## src/rtl/sfx_pkg.sv

```systemverilog
// Shared types and priority helpers for the sound-effect scheduler.
package sfx_pkg;

  typedef enum logic [3:0] {
    SFX_NONE    = 4'd0,
    SFX_EXPLODE = 4'd1,
    SFX_FIRE    = 4'd2,
    SFX_INVADER = 4'd3,
    SFX_UFO     = 4'd4
  } sfx_id_t;

  typedef enum logic [1:0] {
    ST_IDLE  = 2'd0,
    ST_START = 2'd1,
    ST_PLAY  = 2'd2
  } sched_st_t;

  // Lower id wins; SFX_NONE never wins and loses to everything.
  function automatic logic sfx_higher(input sfx_id_t a, input sfx_id_t b);
    return (a != SFX_NONE) && ((b == SFX_NONE) || (a < b));
  endfunction

  function automatic sfx_id_t sfx_pick(input logic [4:1] v);
    if (v[1]) return SFX_EXPLODE;
    else if (v[2]) return SFX_FIRE;
    else if (v[3]) return SFX_INVADER;
    else if (v[4]) return SFX_UFO;
    else return SFX_NONE;
  endfunction

endpackage

```

## src/rtl/sfx_pending_slot.sv

```systemverilog
// One queued sound request with an age counter that drops it once it goes stale.
module sfx_pending_slot #(
  parameter int TIMEOUT = 2_000_000
) (
  input  logic MCLK,
  input  logic reset,
  input  logic flush,
  input  logic set,
  input  logic refresh,
  input  logic consume,
  output logic pend
);

  localparam int AW = $clog2(TIMEOUT + 1);
  localparam logic [AW-1:0] LAST = AW'(TIMEOUT - 1);

  logic [AW-1:0] age;

  // The bit is still visible during the cycle it expires, so a grant on that edge wins.
  always_ff @(posedge MCLK) begin
    if (reset || flush) begin
      pend <= 1'b0;
      age  <= '0;
    end else if (consume) begin
      pend <= 1'b0;
      age  <= '0;
    end else if (set || refresh) begin
      age <= '0;
      if (set) pend <= 1'b1;
    end else if (pend) begin
      if (age >= LAST) begin
        pend <= 1'b0;
        age  <= '0;
      end else begin
        age <= age + 1'b1;
      end
    end
  end

endmodule

```

## src/rtl/sfx_scheduler.sv

```systemverilog
// Arbitrates game sound requests by fixed priority and drives the track player's
// select and active-low restart strobe.
module sfx_scheduler
  import sfx_pkg::*;
#(
  parameter int RST_CYCLES   = 4,
  parameter int PEND_TIMEOUT = 2_000_000
) (
  input  logic       MCLK,
  input  logic       reset,
  input  logic       onOff,
  input  logic       req_explode,
  input  logic       req_fire,
  input  logic       req_invader,
  input  logic       ufo_alive,
  input  logic       ufo_hit,
  input  logic       theme_ended,
  output logic [3:0] select,
  output logic       new_trackN,
  output logic       playing
);

  localparam int CW = (RST_CYCLES > 1) ? $clog2(RST_CYCLES) : 1;
  localparam logic [CW-1:0] CNT_LAST = CW'(RST_CYCLES - 1);

  sched_st_t     st, st_n;
  sfx_id_t       cur, cur_n;
  logic [CW-1:0] cnt, cnt_n;
  logic [3:1]    pulse, pend, set, consume, refresh;
  logic [4:1]    req_v;
  sfx_id_t       grant, hp;

  assign pulse   = {req_invader, req_fire, req_explode};
  assign req_v   = {ufo_alive & ~ufo_hit, pend | pulse};
  assign grant   = sfx_pick(req_v);
  assign hp      = sfx_pick({1'b0, pulse});
  assign refresh = pulse & pend & {3{onOff}};
  assign select  = 4'(cur);

  for (genvar g = 1; g <= 3; g++) begin : g_slot
    sfx_pending_slot #(.TIMEOUT(PEND_TIMEOUT)) u_slot (
      .MCLK    (MCLK),
      .reset   (reset),
      .flush   (~onOff),
      .set     (set[g]),
      .refresh (refresh[g]),
      .consume (consume[g]),
      .pend    (pend[g])
    );
  end

  always_ff @(posedge MCLK) begin
    if (reset) begin
      st         <= ST_IDLE;
      cur        <= SFX_NONE;
      cnt        <= '0;
      new_trackN <= 1'b1;
      playing    <= 1'b0;
    end else begin
      st         <= st_n;
      cur        <= cur_n;
      cnt        <= cnt_n;
      new_trackN <= (st_n != ST_START);
      playing    <= (st_n != ST_IDLE);
    end
  end

  always_comb begin
    st_n    = st;
    cur_n   = cur;
    cnt_n   = cnt;
    set     = '0;
    consume = '0;
    if (!onOff) begin
      st_n  = ST_IDLE;
      cur_n = SFX_NONE;
      cnt_n = '0;
    end else if (st == ST_IDLE) begin
      if (grant != SFX_NONE) begin
        st_n  = ST_START;
        cur_n = grant;
        cnt_n = '0;
        for (int i = 1; i <= 3; i++) begin
          if (i == int'(grant)) consume[i] = 1'b1;
          else set[i] = pulse[i];
        end
      end
    end else if (sfx_higher(hp, cur)) begin
      // Preemption: the current track is abandoned, lower pulses queue up.
      st_n  = ST_START;
      cur_n = hp;
      cnt_n = '0;
      for (int i = 1; i <= 3; i++) begin
        if (i == int'(hp)) consume[i] = 1'b1;
        else set[i] = pulse[i];
      end
    end else begin
      for (int i = 1; i <= 3; i++)
        set[i] = pulse[i] && !(i == 1 && cur == SFX_EXPLODE) && !(i == 2 && cur == SFX_FIRE);
      if (req_fire && cur == SFX_FIRE) begin
        st_n  = ST_START;
        cnt_n = '0;
      end else if (cur == SFX_UFO && (ufo_hit || !ufo_alive)) begin
        st_n  = ST_IDLE;
        cur_n = SFX_NONE;
      end else if (st == ST_START) begin
        if (cnt == CNT_LAST) st_n = ST_PLAY;
        else cnt_n = cnt + 1'b1;
      end else if (theme_ended) begin
        st_n  = ST_IDLE;
        cur_n = SFX_NONE;
      end
    end
  end

endmodule

```

## config.mk

```make
export PLATFORM = sky130hd
export DESIGN_NAME = sfx_scheduler
export DESIGN_NICKNAME = d
export VERILOG_FILES = /design/src/rtl/sfx_pkg.sv /design/src/rtl/sfx_pending_slot.sv /design/src/rtl/sfx_scheduler.sv
export SDC_FILE = /design/constraint.sdc
export NUM_CORES = 1
export LEC_CHECK = 0
export CAP_MARGIN = 10
export CORE_ASPECT_RATIO = 1.1
export CORE_MARGIN = 2
export CORE_UTILIZATION = 30
export DETAILED_ROUTE_END_ITERATION = 10
export PLACE_DENSITY_LB_ADDON = 0.15
export REMOVE_ABC_BUFFERS = 1
export SKIP_LAST_GASP = 1
export SLEW_MARGIN = 20
export SYNTH_ARGS = -nofsm -noshare
export SYNTH_HDL_FRONTEND = slang
export SYNTH_SLANG_ARGS = --single-unit
export TNS_END_PERCENT = 100
```

## constraint.sdc

```tcl
create_clock -name MCLK -period 5.5 [get_ports MCLK]
set_input_delay 0.825 -clock MCLK [delete_from_list [all_inputs] [get_ports MCLK]]
set_output_delay 0.825 -clock MCLK [all_outputs]
set_load 0.03 [all_outputs]
```

Yosys cells after proc, flatten, opt, wreduce, memory -nomap -nowiden
Cells that the tools add are included.

operators by class
  order comparisons = 4
  reduce and logical (&&, ||, !) cells = 30
  bitwise logic cells = 6
  equality and inequality tests = 20
  muxes and demuxes = 65
  add/sub/neg operators = 4

operators with widths
  cell                                                                      number
  21-bit by 1-bit adder with 21-bit output (second input constant)          3
  21-bit >= comparator (second input constant)                              3
  21-bit two-way mux                                                        3
  2-bit two-way mux                                                         19
  4-bit two-way mux                                                         9
  3-bit two-way mux                                                         10
  1-bit two-way mux                                                         24
  3-bit by 4-bit equality test with 1-bit output (first input constant)     4
  4-bit nonzero test                                                        4
  4-bit inequality test (second input constant)                             3
  3-bit OR reduction                                                        3
  2-bit by 4-bit equality test with 1-bit output (first input constant)     2
  4-bit AND reduction                                                       2
  2-bit OR reduction                                                        4
  3-bit AND                                                                 2
  1-bit logical OR                                                          6
  2-bit inequality test (second input constant)                             3
  1-bit logical AND                                                         5
  4-bit by 1-bit equality test with 1-bit output (second input constant)    1
  4-bit by 2-bit equality test with 1-bit output (second input constant)    1
  4-bit by 3-bit equality test with 1-bit output (second input constant)    1
  4-bit logical NOT                                                         1
  4-bit < comparator                                                        1
  2-bit by 1-bit inequality test with 1-bit output (second input constant)  2
  other kinds (10)                                                          13

storage, ports and cells
  bits of input ports = 9
  output and inout port bits = 6
  register bits = 76

Depth between registers and ports, before layout
Gate-level depths: netlist of run 1.

  depth in word-level cells = 13
  mapped depth = 11

Cells and area by module
From an unflattened synthesis of run 1, not the netlist that was laid out.

unflattened totals
  cell total of the unflattened synthesis = 483
  area, all modules = 4032.6 sq um

by module, submodules not included
  module                                    times used  area each (sq um)  seq. area each (sq um)  cells each
  sfx_pending_slot at g_slot[1].u_slot ...  2           1097.3             440.4                   126
  sfx_pending_slot at g_slot[3].u_slot      1           1096.1             440.4                   126
  sfx_scheduler                             1           742.0              180.2                   105

Least setup slack after synthesis of run 1
No wires, ideal clock.

  path type = in2reg
  start = input req_fire
  end = register g_slot[1].u_slot.age[16]
  path slack = 2.734 ns
  data required time = 5.413 ns
  path buffers = 1
  arrival time = 2.679 ns
  stages = 10
  cells stage by stage = clkbuf_1 > nor2_1 > nor2_1 > ha_1 > o22ai_1 > nand2b_1 > nor4_1 > o21ai_0 > or4_1 > o31ai_1

on the way
  cells in the longest elaborated chain, start to end = 10
  elaborated cells on any way between the ends = 26
  those cells by class = order compare (1); eq/ne (2); mux (16); bitwise (1); reduce/logical (6)

RTL lines
  what                                                                                       RTL line                                  RTL
  from (decl)                                                                                sfx_scheduler.sv:13                       input logic req_fire,
  2-bit two-way mux / 3-bit OR (equally long branches)                                       sfx_pkg.sv:25, sfx_scheduler.sv:34
  2-bit two-way mux / 4-bit two-way mux (equally long branches)                              sfx_pkg.sv:24, sfx_pkg.sv:25
  4-bit < comparator / 4-bit two-way mux (equally long branches)                             sfx_pkg.sv:20, sfx_pkg.sv:24
  1-bit logical OR / 2-bit by 4-bit equality test with 1-bit output (equally long branches)  sfx_pkg.sv:20, sfx_scheduler.sv:84
  1-bit logical AND / 1-bit two-way mux (equally long branches)                              sfx_pkg.sv:20, sfx_scheduler.sv:84
  3-bit two-way mux, on equally long branches                                                sfx_scheduler.sv:88, sfx_scheduler.sv:79
  3-bit two-way mux                                                                          sfx_scheduler.sv:78                       end else if (st == ST_IDLE) begin
  3-bit two-way mux                                                                          sfx_scheduler.sv:74                       if (!onOff) begin
  1-bit logical OR                                                                           sfx_pending_slot.sv:27                    end else if (set || refresh) begin
  3-bit OR reduction (no source line) *                                                      -
  to (signal assigned)                                                                       sfx_pending_slot.sv:35                    age <= age + 1'b1;
  to (decl)                                                                                  sfx_pending_slot.sv:17                    logic [AW-1:0] age;

Every way passes the cells marked *; elsewhere a longest branch is shown, timed or not.
A chain may end at the register's enable or synchronous reset.

Worst setup path after layout of run 1
  start = input req_fire
  end = register g_slot[2].u_slot.age[3]

on the way
  cells in the longest elaborated chain, start to end = 10
  elaborated cells on any way between the ends = 29
  those cells by class = order compare (1); eq/ne (2); mux (16); bitwise (3); reduce/logical (7)

RTL lines
  what                                                                                       RTL line
  2-bit two-way mux / 3-bit OR (equally long branches)                                       sfx_pkg.sv:25, sfx_scheduler.sv:34
  2-bit two-way mux / 4-bit two-way mux (equally long branches)                              sfx_pkg.sv:24, sfx_pkg.sv:25
  4-bit < comparator / 4-bit two-way mux (equally long branches)                             sfx_pkg.sv:20, sfx_pkg.sv:24
  1-bit logical OR / 3-bit by 4-bit equality test with 1-bit output (equally long branches)  sfx_pkg.sv:20, sfx_scheduler.sv:84
  1-bit logical AND / 1-bit two-way mux (equally long branches)                              sfx_pkg.sv:20, sfx_scheduler.sv:84
  3-bit two-way mux, on equally long branches                                                sfx_scheduler.sv:88, sfx_scheduler.sv:79
  3-bit two-way mux                                                                          sfx_scheduler.sv:78
  3-bit two-way mux                                                                          sfx_scheduler.sv:74
  1-bit logical OR                                                                           sfx_pending_slot.sv:27
  3-bit OR reduction (no source line) *                                                      -
  to (signal assigned)                                                                       sfx_pending_slot.sv:35
  to (decl)                                                                                  sfx_pending_slot.sv:17

Marked as above.

==> results.tsv, run 1 <==
metric	value	unit
Antenna diodes	0	
vias in the first global route	3447	
met2 usage in global routing	0.212	
max-slew violation count	0	
worst path arrival time	3.45	ns
clk_lat worst skew	0.33	ns
WP data required	5.76	ns
met1 usage	0.180	
Synth Instances	506	
placed inst area	0.00428	sq mm
GRT busiest layer	met2	
clk sink count	75	
gr usage total	0.136	
CTS buffer count	9	
power per cell area	261	mW/mm^2
worst min-delay path category	reg -> reg	
normalized max-slew margin	0.519	
Core ar.	0.0132	sq mm
crit-path cells	clkdlybuf4s50_1 -> nor2_1 -> nor2_1 -> ha_1 -> o22ai_1 -> a211oi_1 -> nor3_1 -> a21oi_1 -> nand3_1 -> nor2_1	
Setup crit end kind	flip-flop	
total die area	0.0144	sq mm
largest net degree at the start of global routing	23	
synthesized cell area	0.00403	sq mm
TritonCTS clock tree	built	
hold_buf cts	0	
synth warn	0	
minimum clock period	3.19	ns
initial antenna violation count	0	
fill count	1350	
final setup skew	0.00523	ns
ys async rst share	0	
Post-synth EDFFs	0	
vias after detailed routing	3658	
synth unique cells	68	
clock root cell	clkbuf_16	
Crit Path Max Fanout	11	
# rows	44	
NumNets Final	525	
leak pwr	1.39	nW
final worst-path cycle share	0.580	
Post-DRT Antenna Nets	0	
Post-Syn Area per Cell	7.96	sq um
PostCTS Resize Cnt	0	
max cap viols	0	
post-detail-place hpwl	6430	um
Clock Tree Buf Depth	2	
Worst Setup Start Kind	input pin	
delay of the slowest critical-path stage	0.57	ns
outcome	finished clean	
I/O Buffers	13	
Max VDD drop	0.114	mV
Die W	114	um
Clk pin slew, worst setup/hold paths	0.06	ns
first-pass GRT wire length	16000	um
Ports	15	
Initial DRC Count	133	
sequential fraction of the synthesis area	0.373	
fin area	0.00457	sq mm
Vias/cell	5.40	
cell mode on critical path	nor2_1	
post-synthesis register bit count	75	
Wirelength per Cell	13.7	um
slowest CP cell	clkdlybuf4s50_1	
setup TNS	0	ns
unrepaired setup endpoints after global routing	no	
DR DRC count	0	
Max Freq	0.314	GHz
DR pass1 iterations	4	
Tot Pwr	1.19	mW
final hold vios	0	
Routability Congestion	0.783	
Initial Utilization	0.306	
ys flop type	dfxtp_1	
die height	126	um
setup repair bufs after CTS	0	
Slew @ Worst Pin	0.721	ns
Setup-failing EPs final	0	
P&R area growth vs syn	13.5	%
WL final	9270	um
grt total ovfl	0	
WS Path Type	in -> reg	
share of cells above drive strength 1	0.0640	
H-tree levels	3	
M3 GR Usage	0.0291	
-- final timing paths --
kind / from / end / slack [ns] / cells past startpoint
worst min register to register: g_slot[2].u_slot.age[20] / g_slot[2].u_slot.age[20] / 0.46 / 2
worst max register to register: g_slot[1].u_slot.pend / g_slot[1].u_slot.age[11] / 2.92 / 5
worst min-delay path: g_slot[2].u_slot.age[20] / g_slot[2].u_slot.age[20] / 0.46 / 2
worst max-delay path: req_fire / g_slot[2].u_slot.age[3] / 2.31 / 10
-- report_power, final --
part           leakage [nW]  total, mW  switching (mW)  internal [mW]
Combinational         0.645     0.0601          0.0376         0.0225
Sequential            0.605      0.551         0.00441          0.546
Clock                 0.141      0.580           0.231          0.349
Total                  1.39       1.19           0.273          0.918
-- cells in the mapped netlist (all sizes together) (9+ instances only) --
cell,number,area share
dfxtp,75,0.37
nor2,72,0.070
nand2,48,0.047
nand3,42,0.052
a21oi,20,0.025
xor2,20,0.043
o21ai,19,0.026
a31oi,18,0.030
clkbuf,14,0.013
nand4,14,0.022
nor3,14,0.017
or3,13,0.020
and3,12,0.019
xnor2,12,0.026
nor4,10,0.016
and4,9,0.020
or4,9,0.019
-- cell type report --
type | count | area [sq um] | area share
multi-input combinational | 402 | 2400 | 0.525
sequential | 75 | 1500 | 0.328
clock buffer | 9 | 225 | 0.0493
tap | 161 | 201 | 0.0441
timing repair buffer | 15 | 145 | 0.0317
clock inverter | 7 | 68.8 | 0.0151
inverter | 8 | 30.0 | 0.00657
-- routing by layer --
metal | wire (um) | up-vias | part of all wire
met5 | 0 | - | 0
met3 | 249 | 14 | 0.027
met2 | 4250 | 50 | 0.46
li1 | - | 1870 | -
met1 | 4590 | 1724 | 0.50
met4 | 180 | 0 | 0.019
-- cell usage in the layout (no fill, tap or decap), types with 3 or more instances in the layout --
cell type,synthesis,routed
a211oi_1,3,3
a21oi_1,20,20
a31oi_1,17,17
and2_1,3,3
and3_1,12,12
and4_1,9,9
clkbuf_16,0,9
clkdlybuf4s50_1,0,13
clkinv_2,0,3
dfxtp_1,75,75
ha_1,5,5
inv_1,8,8
nand2_1,47,47
nand2b_1,5,5
nand3_1,42,42
nand4_1,14,14
nand4b_1,3,3
nor2_1,70,70
nor2b_1,5,5
nor3_1,14,14
nor3b_1,4,4
nor4_1,10,10
o211ai_1,4,4
o21ai_0,12,11
o21ai_1,6,7
or2_2,3,3
or3_1,13,13
or4_1,7,7
xnor2_1,12,12
xor2_1,20,20
-- cells by family (layout without fill, tap and decap cells) --
logic type,after synthesis,count (layout),share of synthesized area
compound gates,91,91,0.155
xor+xnor,32,32,0.0696
fa+ha+maj,5,5,0.0155
buf+inv,29,39,0.0317
flops,75,75,0.373
mux,2,2,0.00528
other cells,1,1,0.000931
simple gates,271,271,0.350
-- through the flow --
stage / utilization / worst slack [ns] / hold slack, ns / std cells
detailed placement: 0.325 / 1.95 / 0.449 / 661
finish: 0.347 / 2.31 / 0.464 / 677
CTS: 0.347 / 2.32 / 0.465 / 677
floorplan: - / 2.19 / 0.429 / 485
global placement: 0.325 / 1.98 / 0.444 / 661
global route: 0.347 / 1.93 / 0.511 / 677
-- registers in the layout, summed over array words and instances (netlist names) --
| name | flops |
|---|---|
| playing | 1 |
| st | 2 |
| g_slot.u_slot.age | 63 |
| g_slot.u_slot.pend | 3 |
| new_trackN | 1 |
| cnt | 2 |
| select | 3 |
-- worst max-delay path: cells and delay by family --
family	cells	cell delay [ns]
buf+inv	1	0.57
simple gates	5	1.02
fa+ha+maj	1	0.31
compound gates	3	0.73
Power figures use the tool's default switching activity.
==> inputs of run 2 (changes only) <==
==> constraint.sdc (replaced) <==
create_clock -name MCLK -period 2.9 [get_ports MCLK]
set_input_delay 0.435 -clock MCLK [delete_from_list [all_inputs] [get_ports MCLK]]
set_output_delay 0.435 -clock MCLK [all_outputs]
set_load 0.03 [all_outputs]
==> results.tsv, run 2 (synthesis gave the netlist of run 1 again) <==
metric	value	unit	change
die height	126	um	unchanged
clk sink count	75		unchanged
Worst setup endpoint	g_slot[2].u_slot.age[11]		
Max VDD drop	0.240	mV	+110%
first-pass GRT wire length	16800	um	+4.8%
placed inst area	0.00437	sq mm	+2.0%
unrepaired setup endpoints after global routing	no		
WP data required	3.16	ns	-2.60 ns
initial antenna violation count	0		unchanged
total die area	0.0144	sq mm	unchanged
worst min-delay path category	reg -> reg		
FF-to-FF End	g_slot[2].u_slot.age[11]		
Initial Utilization	0.306		unchanged
Antenna diodes	0		unchanged
DR pass1 iterations	4		unchanged
share of cells above drive strength 1	0.0798		+0.0159
setup repair bufs after CTS	0		unchanged
max cap viols	0		unchanged
P&R area growth vs syn	16.3	%	
Clk pin slew, worst setup/hold paths	0.06	ns	about the same
Largest Register	g_slot.u_slot.age		
Initial DRC Count	158		+19%
Worst R2R Path Depth	8		+3
Setup-failing EPs final	0		unchanged
Setup crit end kind	flip-flop		
WL final	9620	um	+3.8%
I/O Buffers	13		unchanged
Core ar.	0.0132	sq mm	unchanged
clock root cell	clkbuf_16		
CTS buffer count	9		unchanged
Vias/cell	5.33		-1.3%
gr usage total	0.142		+0.00565
H-tree levels	3		unchanged
pre-CTS setup slack	0.0677	ns	-1.88 ns
Wirelength per Cell	14.0	um	+2.3%
Slew @ Worst Pin	0.683	ns	-0.0381 ns
post-detail-place hpwl	6680	um	+3.9%
most frequent cells in the layout	dfxtp_1 (75), nor2_1 (70), nand2_1 (47)		
final hold vios	0		unchanged
DR DRC count	0		unchanged
final worst-path cycle share	0.859		
Clock Tree Buf Depth	2		unchanged
worst path arrival time	2.75	ns	-0.70 ns
# rows	44		unchanged
minimum clock period	2.49	ns	
clk_lat worst skew	0.33	ns	about the same
fill count	1347		-0.22%
Tot Pwr	2.37	mW	+99%
NumNets Final	535		+1.9%
flop2flop setup slack	0.57	ns	-2.35 ns
grt total ovfl	0		unchanged
final core occ	0.356		+0.00856
normalized max-slew margin	0.541		+0.0217
fin area	0.00468	sq mm	+2.5%
worst r2r src	select[1]		
power per cell area	505	mW/mm^2	+94%
final setup skew	0.00485	ns	-0.000385 ns
Crit Path Max Fanout	10		-1
Post-DRT Antenna Nets	0		unchanged
vias in the first global route	3569		+3.5%
leading cell type in the layout, fill and taps excluded	dfxtp_1		
Worst Setup SP	req_invader		
Ports	15		unchanged
outcome	finished clean		
max reg flops	63		unchanged
leak pwr	1.46	nW	+4.6%
hold_buf cts	0		unchanged
PostCTS Resize Cnt	0		unchanged
WS Path Type	in -> reg		
Die W	114	um	unchanged
Routability Congestion	0.822		+5.0%
vias after detailed routing	3665		+0.19%
max-slew violation count	0		unchanged
TritonCTS clock tree	built		
Worst Setup Start Kind	input pin		
Final WS setup	0.408	ns	-1.90 ns
largest net degree at the start of global routing	22		-4.3%
Max Freq	0.401	GHz	
==> run 2: worst min-delay path by stage <==
stage	startpoint	cells after the start	endpoint	slack, ns
3_3_place_gp	g_slot[2].u_slot.age[20]	2	g_slot[2].u_slot.age[20]	0.44
4_1_cts	g_slot[2].u_slot.age[20]	2	g_slot[2].u_slot.age[20]	0.48
2_1_floorplan	g_slot[2].u_slot.age[20]	2	g_slot[2].u_slot.age[20]	0.43
5_1_grt	g_slot[1].u_slot.age[20]	2	g_slot[1].u_slot.age[20]	0.51
3_5_place_dp	g_slot[2].u_slot.age[20]	2	g_slot[2].u_slot.age[20]	0.47
6_report	g_slot[2].u_slot.age[20]	2	g_slot[2].u_slot.age[20]	0.48
==> run 2: critical path, cell delays in order <==
cell	delay, ns
clkdlybuf4s50_1	0.42
nor2_1	0.16
nor2_1	0.06
ha_1	0.29
o22ai_1	0.08
a211oi_1	0.43
nor3_1	0.12
a21oi_1	0.23
nand2_1	0.28
nor3_1	0.25
==> run 2: routing by layer <==
layer  routed length [um]  vias up  GRT usage
met5                    0        -          0
met4                  164        0     0.0717
met3                  250       15     0.0271
met2                 4540       47      0.225
met1                 4670     1715      0.182
li1                     -     1888          -
==> run 2: through the flow <==
step                      TNS (ns)  hold WS, ns  std cells
final                            0        0.475        687
after global placement           0        0.444        671
after detailed placement         0        0.466        671
after global routing             0        0.514        687
after CTS                        0        0.481        687
after floorplan             -0.146        0.429        485
==> run 2: layout make-up <==
cell class	instances	area, sq um	area share
sequential	75	1500	0.321
tap	161	201	0.0430
clock buffer	10	229	0.0489
timing repair buffer	25	233	0.0497
inverter	8	30.0	0.00641
clock inverter	6	90.1	0.0192
multi-input combinational	402	2400	0.512
==> run 2: power breakdown <==
group | switching (mW) | internal (mW)
Sequential | 0.00827 | 1.04
Clock | 0.443 | 0.755
Combinational | 0.0744 | 0.0512
Total | 0.526 | 1.84
==> inputs of run 3 (changes only) <==
--- a/config.mk
+++ b/config.mk
@@ -10,6 +10,7 @@
 export CORE_MARGIN = 2
 export CORE_UTILIZATION = 30
 export DETAILED_ROUTE_END_ITERATION = 10
+export GPL_TIMING_DRIVEN = 0
 export PLACE_DENSITY_LB_ADDON = 0.15
 export REMOVE_ABC_BUFFERS = 1
 export SKIP_LAST_GASP = 1
==> results.tsv, run 3 (synthesis gave the netlist of run 1 again) <==
metric	value	unit	change
most frequent cells in the layout	dfxtp_1 (75), nor2_1 (69), nand2_1 (47)		
final worst-path cycle share	0.913		+0.0536
I/O Buffers	13		unchanged
normalized max-slew margin	0.541		about the same
vias in the first global route	3356		-6.0%
Switch Pwr	0.523	mW	-0.55%
TritonCTS clock tree	built		
P&R area growth vs syn	16.1	%	
clk_lat worst skew	0.34	ns	about the same
Worst R2R Path Depth	5		-3
leak pwr	1.44	nW	-1.1%
Initial DRC Count	130		-18%
outcome	finished clean		
Post-DRT Antenna Nets	0		unchanged
hold endpoint	g_slot[2].u_slot.age[20]		
Routability Congestion	0.779		-5.2%
clock share of power	0.524		+0.018
final setup skew	0.00699	ns	+0.00214 ns
die height	126	um	unchanged
H-tree levels	3		unchanged
CTS buffer count	9		unchanged
max cap viols	0		unchanged
Wirelength per Cell	14.0	um	+0.11%
NumNets Final	525		-1.9%
WS Path Type	in -> reg		
Setup-failing EPs final	0		unchanged
max reg flops	63		unchanged
Clk pin slew, worst setup/hold paths	0.06	ns	about the same
WP data required	3.15	ns	about the same
Slew @ Worst Pin	0.688	ns	+0.00521 ns
Vias/cell	5.39		+0.98%
max-slew violation count	0		unchanged
delay of the slowest critical-path stage	0.50	ns	+0.07 ns
sequential cell area	0.00150	sq mm	unchanged
Worst Setup Start Kind	input pin		
unrepaired setup endpoints after global routing	no		
Crit Path Max Fanout	13		+3
slowest CP cell	or4_1		
largest net degree at the start of global routing	22		unchanged
Tot Pwr	2.45	mW	+3.5%
# rows	44		unchanged
fin area	0.00468	sq mm	-0.13%
power per cell area	524	mW/mm^2	+3.7%
clock root cell	clkbuf_16		
final hold vios	0		unchanged
Max Freq	0.378	GHz	-5.9%
hold path depth	2		unchanged
Max VDD drop	0.295	mV	+23%
Internal	1.93	mW	+4.7%
share of cells above drive strength 1	0.0775		-0.00233
grt total ovfl	0		unchanged
Antenna diodes	0		unchanged
post-detail-place hpwl	6530	um	-2.2%
DR pass1 iterations	5		+1
worst min-delay path category	reg -> reg		
Ports	15		unchanged
Logic pwr share	0.049		-0.004
total die area	0.0144	sq mm	unchanged
worst r2r src	g_slot[1].u_slot.pend		
vias after detailed routing	3647		-0.49%
first-pass GRT wire length	16100	um	-3.9%
Non-Filler Instances	677		-1.5%
WL final	9490	um	-1.4%
Core ar.	0.0132	sq mm	unchanged
fill count	1333		-1.0%
DR DRC count	0		unchanged
leading cell type in the layout, fill and taps excluded	dfxtp_1		
Initial Utilization	0.306		unchanged
gr usage total	0.137		-0.00512
clk sink count	75		unchanged
flop2flop setup slack	0.27	ns	-0.30 ns
minimum clock period	2.65	ns	+0.156 ns
Die W	114	um	unchanged
DP Cell Count	661		-1.5%
crit-path cells	dlygate4sd2_1 -> nor2_1 -> ha_1 -> o22ai_1 -> nand2b_2 -> nor4_4 -> o21ai_4 -> buf_6 -> or4_1 -> o31ai_1		
initial antenna violation count	0		unchanged
hold_sp	g_slot[2].u_slot.age[20]		
placed inst area	0.00429	sq mm	-1.7%
Largest Register	g_slot.u_slot.age		
Sw Share	0.213		-0.00871
Multi-input gate area	0.00244	sq mm	+1.9%
Clock Tree Buf Depth	2		unchanged
worst path arrival time	2.90	ns	+0.15 ns
sequential power share	0.426		-0.015
Setup crit end kind	flip-flop		
FF-to-FF End	g_slot[1].u_slot.age[11]		
-- run 3: cell count changes in the layout (fill, tap and decap cells not counted), sizes merged --
cell | previous run | this run
clkinv | 3 | 0
dlygate4sd2 | 0 | 2
dlymetal6s2s | 0 | 1
clkdlybuf4s50 | 13 | 10
clkbuf | 10 | 13
buf | 12 | 2
-- run 3: final cells by class --
class,count,share of cell area
clock buffer,13,0.0599
clock inverter,3,0.0144
inverter,8,0.00642
multi-input combinational,402,0.523
sequential,75,0.321
tap,161,0.0431
timing repair buffer,15,0.0326
-- run 3: stage by stage --
stage               setup WS, ns  utilization  setup TNS, ns  hold slack, ns
global placement           -1.72        0.324         -43.19           0.450
floorplan                 -0.146            -         -0.146           0.429
detailed placement        -0.438        0.326          -6.53           0.459
CTS                      0.00513        0.353              0           0.473
finish                     0.253        0.356              0           0.471
global route              0.0612        0.356              0           0.507
-- run 3: worst max path at each step --
stage                                     start                        to  slack, ns
after floorplan                       select[1]  g_slot[1].u_slot.age[16]      -0.15
after global placement                 req_fire  g_slot[1].u_slot.age[16]      -1.72
after detailed placement            req_explode  g_slot[1].u_slot.age[16]      -0.44
after CTS                           req_invader  g_slot[1].u_slot.age[16]      0.005
after global routing      g_slot[1].u_slot.pend  g_slot[1].u_slot.age[11]       0.06
final                               req_explode  g_slot[1].u_slot.age[16]       0.25
-- run 3: what timing repair did --
action	in CTS	in global routing
buffers inserted	0	0
hold buffers	0	0
endpoints found under the setup margin	1	22
gates resized for setup	2	8
-- run 3: power by group through the flow --
stage	logic [mW]	clock network [mW]	registers [mW]
global route	0.133	1.36	1.05
CTS	0.117	1.32	1.04
finish	0.121	1.29	1.04
detailed placement	0.117	0	1.07
global placement	0.113	0	1.07
floorplan	0.0624	0	1.07
-- run 3: critical path: cells and delay by family --
family	cells	cell delay, ns
compound gates	3	0.32
fa+ha+maj	1	0.31
simple gates	4	1.13
buf+inv	2	0.70
-- run 3: per-layer routing --
layer | vias to the layer above | share of wire | track usage
met3 | 13 | 0.022 | 0.0247
met4 | 0 | 0.018 | 0.0552
met2 | 34 | 0.47 | 0.218
li1 | 1861 | - | -
met1 | 1739 | 0.49 | 0.181
met5 | - | 0 | 0
